$ cat config.mk
export PLATFORM = sky130hd
export DESIGN_NAME = sd_route_ctrl
export DESIGN_NICKNAME = d
export VERILOG_FILES = /design/src/rtl/sd_route_ctrl.sv
export SDC_FILE = /design/constraint.sdc
export NUM_CORES = 1
export LEC_CHECK = 0
export CORE_MARGIN = 2
export CORE_UTILIZATION = 35
export DETAILED_ROUTE_END_ITERATION = 8
export MAX_ROUTING_LAYER = met4
export REMOVE_ABC_BUFFERS = 1
export SLEW_MARGIN = 10
export SYNTH_ARGS = -nofsm -noshare
export SYNTH_HDL_FRONTEND = slang
export SYNTH_SLANG_ARGS = --single-unit
$ cat constraint.sdc
create_clock -name clk_sys -period 4.1 [get_ports clk_sys]
set_input_delay 0.82 -clock clk_sys [delete_from_list [all_inputs] [get_ports clk_sys]]
set_output_delay 0.82 -clock clk_sys [all_outputs]
set_load 0.01 [all_outputs]
$ cat src/rtl/sd_route_ctrl.sv
// sd_route_ctrl: arbitrates the core's single SPI SD master between the HPS
// virtual SD image (sd_card) and the physical SD slot.
//
// The route (vsd_sel) only changes while the SPI bus is idle, so no transaction
// is split across devices. If the bus never goes idle, a pending switch is
// forced after FORCE_WAIT cycles. A mount can optionally raise mount_reset for
// RST_PULSE cycles. Activity LEDs stay lit for ACT_HOLD cycles after the last
// MOSI/MISO toggle.
//
// Ports:
//   clk_sys, reset          system clock, synchronous active-high reset
//   img_mounted             mount strobe (level); its rising edge is used
//   img_size_nz             1 = image present, so route to the virtual SD
//   reset_on_mount          enable mount_reset generation
//   spi_ss/sck/mosi/miso    core-side SPI (ss is active-low)
//   vsd_miso, vsd_ss        sd_card side
//   phy_miso/cs/sck/mosi    SD_* pin side
//   vsd_sel                 current route, 1 = virtual
//   mount_reset             reset request pulse
//   led_vsd, led_phy        per-device activity
module sd_route_ctrl #(
  parameter int ACT_HOLD    = 1000000,
  parameter int SWITCH_IDLE = 64,
  parameter int FORCE_WAIT  = 4194304,
  parameter int RST_PULSE   = 16
) (
  input  logic clk_sys,
  input  logic reset,
  input  logic img_mounted,
  input  logic img_size_nz,
  input  logic reset_on_mount,
  input  logic spi_ss,
  input  logic spi_sck,
  input  logic spi_mosi,
  output logic spi_miso,
  input  logic vsd_miso,
  input  logic phy_miso,
  output logic vsd_ss,
  output logic phy_cs,
  output logic phy_sck,
  output logic phy_mosi,
  output logic vsd_sel,
  output logic mount_reset,
  output logic led_vsd,
  output logic led_phy
);

  localparam int IW = $clog2(SWITCH_IDLE + 1);
  localparam int FW = $clog2(FORCE_WAIT + 1);
  localparam int RW = $clog2(RST_PULSE + 1);
  localparam int AW = $clog2(ACT_HOLD + 1);

  localparam logic [1:0] S_RUN    = 2'd0;
  localparam logic [1:0] S_WAIT   = 2'd1;
  localparam logic [1:0] S_SWITCH = 2'd2;
  localparam logic [1:0] S_PULSE  = 2'd3;

  logic [1:0]    state_q, state_d;
  logic          sel_q, sel_d;
  logic          pend_q, pend_d;
  logic          psel_q, psel_d;
  logic          mnt_q;
  logic          mrst_q, mrst_d;
  logic [IW-1:0] idle_q, idle_d;
  logic [FW-1:0] force_q, force_d;
  logic [RW-1:0] rst_q, rst_d;
  logic [AW-1:0] act_q, act_d;
  logic          mosi_q, miso_q;
  logic          mnt_rise;
  logic          go;
  logic          toggle;
  logic          act;

  // Routing is driven only from the registered select, so it never glitches
  // mid-transaction.
  assign vsd_sel     = sel_q;
  assign mount_reset = mrst_q;
  assign vsd_ss      = spi_ss | ~sel_q;
  assign phy_cs      = spi_ss | sel_q;
  assign phy_sck     = spi_sck & ~sel_q;
  assign phy_mosi    = spi_mosi & ~sel_q;
  assign spi_miso    = sel_q ? vsd_miso : phy_miso;

  assign mnt_rise = img_mounted & ~mnt_q;

  always_comb begin
    state_d = state_q;
    sel_d   = sel_q;
    pend_d  = pend_q;
    psel_d  = psel_q;
    idle_d  = idle_q;
    force_d = force_q;
    rst_d   = rst_q;
    mrst_d  = mrst_q;
    go      = 1'b0;
    case (state_q)
      S_RUN: begin
        if (pend_q) begin
          state_d = S_WAIT;
          idle_d  = '0;
          force_d = '0;
        end
      end
      S_WAIT: begin
        idle_d  = spi_ss ? idle_q + 1'b1 : '0;
        force_d = force_q + 1'b1;
        // idle_q counts earlier high cycles; the current high cycle completes
        // the SWITCH_IDLE run.
        go = (spi_ss && (idle_q == IW'(SWITCH_IDLE - 1))) ||
             (force_q == FW'(FORCE_WAIT - 1));
        if (go) begin
          sel_d   = psel_q;
          pend_d  = 1'b0;
          state_d = S_SWITCH;
        end
      end
      S_SWITCH: begin
        if (reset_on_mount) begin
          rst_d   = RW'(RST_PULSE - 1);
          mrst_d  = 1'b1;
          state_d = S_PULSE;
        end else begin
          state_d = S_RUN;
        end
      end
      S_PULSE: begin
        if (rst_q == '0) begin
          mrst_d  = 1'b0;
          state_d = S_RUN;
        end else begin
          rst_d = rst_q - 1'b1;
        end
      end
      default: state_d = S_RUN;
    endcase
    // A mount seen in the same cycle as a switch stays pending for the next pass.
    if (mnt_rise) begin
      pend_d = 1'b1;
      psel_d = img_size_nz;
    end
  end

  // Activity stretch: any MOSI/MISO toggle restarts the hold window.
  assign toggle = (spi_mosi ^ mosi_q) | (spi_miso ^ miso_q);
  assign act    = act_q < AW'(ACT_HOLD);
  assign led_vsd = act & sel_q;
  assign led_phy = act & ~sel_q;

  always_comb begin
    act_d = act_q;
    if (toggle)                        act_d = '0;
    else if (act_q != AW'(ACT_HOLD))   act_d = act_q + 1'b1;
  end

  always_ff @(posedge clk_sys) begin
    if (reset) begin
      state_q <= S_RUN;
      sel_q   <= 1'b0;
      pend_q  <= 1'b0;
      psel_q  <= 1'b0;
      mnt_q   <= 1'b0;
      mrst_q  <= 1'b0;
      idle_q  <= '0;
      force_q <= '0;
      rst_q   <= '0;
      act_q   <= AW'(ACT_HOLD);
      mosi_q  <= 1'b0;
      miso_q  <= 1'b0;
    end else begin
      state_q <= state_d;
      sel_q   <= sel_d;
      pend_q  <= pend_d;
      psel_q  <= psel_d;
      mnt_q   <= img_mounted;
      mrst_q  <= mrst_d;
      idle_q  <= idle_d;
      force_q <= force_d;
      rst_q   <= rst_d;
      act_q   <= act_d;
      mosi_q  <= spi_mosi;
      miso_q  <= spi_miso;
    end
  end

endmodule

==> flow_summary_export.csv <==
group,metric,value,unit
sta,tightest_slew,0.685,ns
yosys,synth-edff-count,0,
layout,fin_cells,491,
floorplanning,rows,34,
placement,placed_cells,475,
worst_setup_path,max_stage_delay,0.49,ns
power_and_ir_drop,peakVddDrop,0.178,mV
worst_setup_path,critPathKind,"in2out",
floorplanning,initial_core_util,35.6,%
worst_setup_path,rr_endpoint,"force_q[15]",
clock_tree,cts_resized,0,
min_path,hold_depth,1,
clock_tree,cts_hold_buf,0,
yosys,yosysSeqAreaShare,41.6,%
global_route,grt_max_degree,58,
worst_setup_path,rr_startpoint,"state_q[0]",
layout,diodes,0,
floorplanning,io_pins,19,
sta,setup_viol,0,
sta,max_freq,0.344,GHz
detailed_routing,wl,6170,um
power_and_ir_drop,p_leak,1.18,nW
worst_setup_path,r2r_setup_slack,1.74,ns
placement,gp_congestion,0.799,
clock_tree,post-cts-setup-buffers,0,
layout,syn2layout_area_growth,15.0,%
global_route,grt_antenna_before_repair,0,
global_route,grt_pass1_vias,2346,
sta,maxSlewViolCount,0,
yosys,mappedNetlistArea,0.00308,sq mm
power_and_ir_drop,total_power,1.36,mW
worst_setup_path,crit_chain,"clkdlybuf4s50_1 -> or2_2 -> clkdlybuf4s50_1",
clock_tree,clockRootBuffer,"clkbuf_8",
worst_setup_path,critical-path-top-delay-family,"buffers and inverters",
yosys,synth.distinct_cells,46,
detailed_routing,drc,0,
sta,post-route-period-util,70.9,%
detailed_routing,drt-pass1-iter-count,4,
sta,rsz0062_at_grt,"false",
clock_tree,clock-sinks,64,
placement,dpl.hpwl,4050,um
worst_setup_path,reg2reg_depth,5,
yosys,ys_ff_latch,64,
layout,drive_gt1_share,8.88,%
worst_setup_path,cp_common_cell,"clkdlybuf4s50_1",
worst_setup_path,cp_max_fo,5,
layout,nets,393,
sta,fin_skew,0.0103,ns
run_status,status,"completed",
worst_setup_path,critPathSlowestCell,"clkdlybuf4s50_1",
sta,min_period,2.91,ns
worst_setup_path,worst_setup_path_start_kind,"input port",
layout,final_common_cell,"dfxtp_1",
detailed_routing,first_iter_violations,151,
clock_tree,cts_buffer_depth,2,
clock_tree,cts_htree_levels,3,
yosys,synthFlopType,"dfxtp_1",
sta,slew_headroom,54.3,%
yosys,ys_warn_count,0,
detailed_routing,vias_per_cell,5.16,
sta,tns,0,ns
min_path,hold_start,"force_q[22]",
detailed_routing,ant_nets,0,
power_and_ir_drop,power.density,385,mW/mm^2
worst_setup_path,end_kind,"output pin",
yosys,synthCells,363,
floorplanning,core,0.00864,sq mm
floorplanning,die_h,97.8,um
worst_setup_path,crit_buf_inv,2,
clock_tree,clkTransAtPathRegs,0.07,ns
global_route,gr-total-overflow,0,
worst_setup_path,required,3.28,ns
floorplanning,dieArea,0.00956,sq mm
global_route,grt_use_total,13.8,%
job,drv_cap,0,
clock_tree,cts_tree,"built",
global_route,grt_pass1_wl,10700,um
floorplanning,die_w,97.8,um
detailed_routing,route.vias.total,2535,
detailed_routing,wl_per_cell,12.6,um
worst_setup_path,arrival,2.09,ns
clock_tree,clkLatencyLatePin,0.35,ns
sta,worst_slack,1.19,ns
clock_tree,numCtsBuffers,9,
min_path,worstHoldPathType,"reg2reg",
placement,pre_cts_ws,1.19,ns
sta,finalHoldViolCount,0,
placement,io_buffers,18,
yosys,avgSynthCellArea,8.48,sq um
layout,final_cell_mix,"dfxtp_1 (64), nor2_1 (53), nand2_1 (32)",
min_path,whs_endpoint,"force_q[22]",
yosys,synthArstFlopShare,0,%
==> cells by family after synthesis <==
group / after synthesis / synth area share [%]
adder cells (fa/ha/maj): 5 / 2.03
multiplexers: 13 / 4.55
AND/OR/NAND/NOR: 182 / 31.0
buffers and inverters: 24 / 3.33
XOR/XNOR: 22 / 6.26
AO/OA/AOI/OAI: 53 / 11.2
flip-flops: 64 / 41.6
==> synthesized netlist by cell type, drive strengths merged (2+ instances only) <==
| cell | instances | area (sq um) |
|---|---|---|
| o21bai | 7 | 52.6 |
| nand3 | 19 | 95.1 |
| inv | 9 | 33.8 |
| nor2 | 54 | 205 |
| o31ai | 7 | 52.6 |
| nand4 | 20 | 131 |
| and4b | 2 | 20.0 |
| dfxtp | 64 | 1280 |
| xor2 | 16 | 140 |
| clkbuf | 9 | 33.8 |
| nand2 | 33 | 126 |
| and3 | 3 | 18.8 |
| mux2i | 5 | 50.1 |
| nor3b | 2 | 15.0 |
| xnor2 | 6 | 52.6 |
| a21oi | 19 | 95.1 |
| nand4b | 6 | 52.6 |
| nor2b | 7 | 43.8 |
| and2 | 4 | 25.0 |
| nor3 | 8 | 51.3 |
| or2 | 6 | 37.5 |
| a22oi | 3 | 22.5 |
| nor4 | 3 | 18.8 |
| mux2 | 8 | 90.1 |
| buf | 6 | 35.0 |
| or3 | 2 | 12.5 |
| o21a | 3 | 22.5 |
| ha | 5 | 62.6 |
| a311oi | 4 | 35.0 |
| and4 | 3 | 26.3 |
| o21ai | 5 | 25.0 |
| nand3b | 4 | 30.0 |
| nand2b | 3 | 18.8 |
==> power breakdown <==
group | switching (mW) | total (mW) | internal, mW
clock | 0.239 | 0.598 | 0.359
sequential | 0.0223 | 0.661 | 0.639
combinational | 0.0588 | 0.104 | 0.0448
total | 0.320 | 1.36 | 1.04
==> sequential cells by signal, indices dropped and copies added, names as in the netlist <==
signal / count
force_q: 23
act_q: 20
idle_q: 7
rst_q: 5
state_q: 2
miso_q: 1
mnt_q: 1
mosi_q: 1
mount_reset: 1
pend_q: 1
psel_q: 1
vsd_sel: 1
==> worst max path at each step <==
stage / end / depth (start not counted) / startpoint
2_1_floorplan: spi_miso / 2 / vsd_miso
3_5_place_dp: phy_cs / 3 / spi_ss
3_3_place_gp: phy_cs / 3 / spi_ss
5_1_grt: led_vsd / 6 / act_q[11]
4_1_cts: led_vsd / 6 / act_q[11]
6_report: phy_cs / 3 / spi_ss
==> per-stage QoR <==
stage / util (%) / area (sq um) / hold WS (ns)
2_1_floorplan: - / 3010 / 0.433
3_3_place_gp: 38.5 / 3330 / 0.457
3_5_place_dp: 38.5 / 3330 / 0.463
4_1_cts: 41.0 / 3540 / 0.476
5_1_grt: 41.0 / 3540 / 0.506
6_report: 41.0 / 3540 / 0.474
==> worst reg2reg max path, cell delays in order (launching register included) <==
cell     delay [ns]
dfxtp_1        0.58
nor2b_1        0.53
and4_1         0.49
nand2_2        0.11
or4_1          0.42
a21oi_1        0.15
==> final cells by class <==
type                    count  area, sq um
fillers                   856         5090
multi-input cells         275         1690
flip-flops and latches     64         1280
repair buffers             19          183
clock buffers              13          149
well taps                 108          135
clock inverters             3         65.1
inverters                   9         33.8
==> layer usage <==
metal	vias to the layer above	track usage, %	wire length [um]
met4	0	6.62	93
met2	25	20.2	2750
met5	-	-	0
li1	1318	-	-
met1	1182	18.1	3140
met3	10	3.36	183
Power figures use the tool's default switching activity.
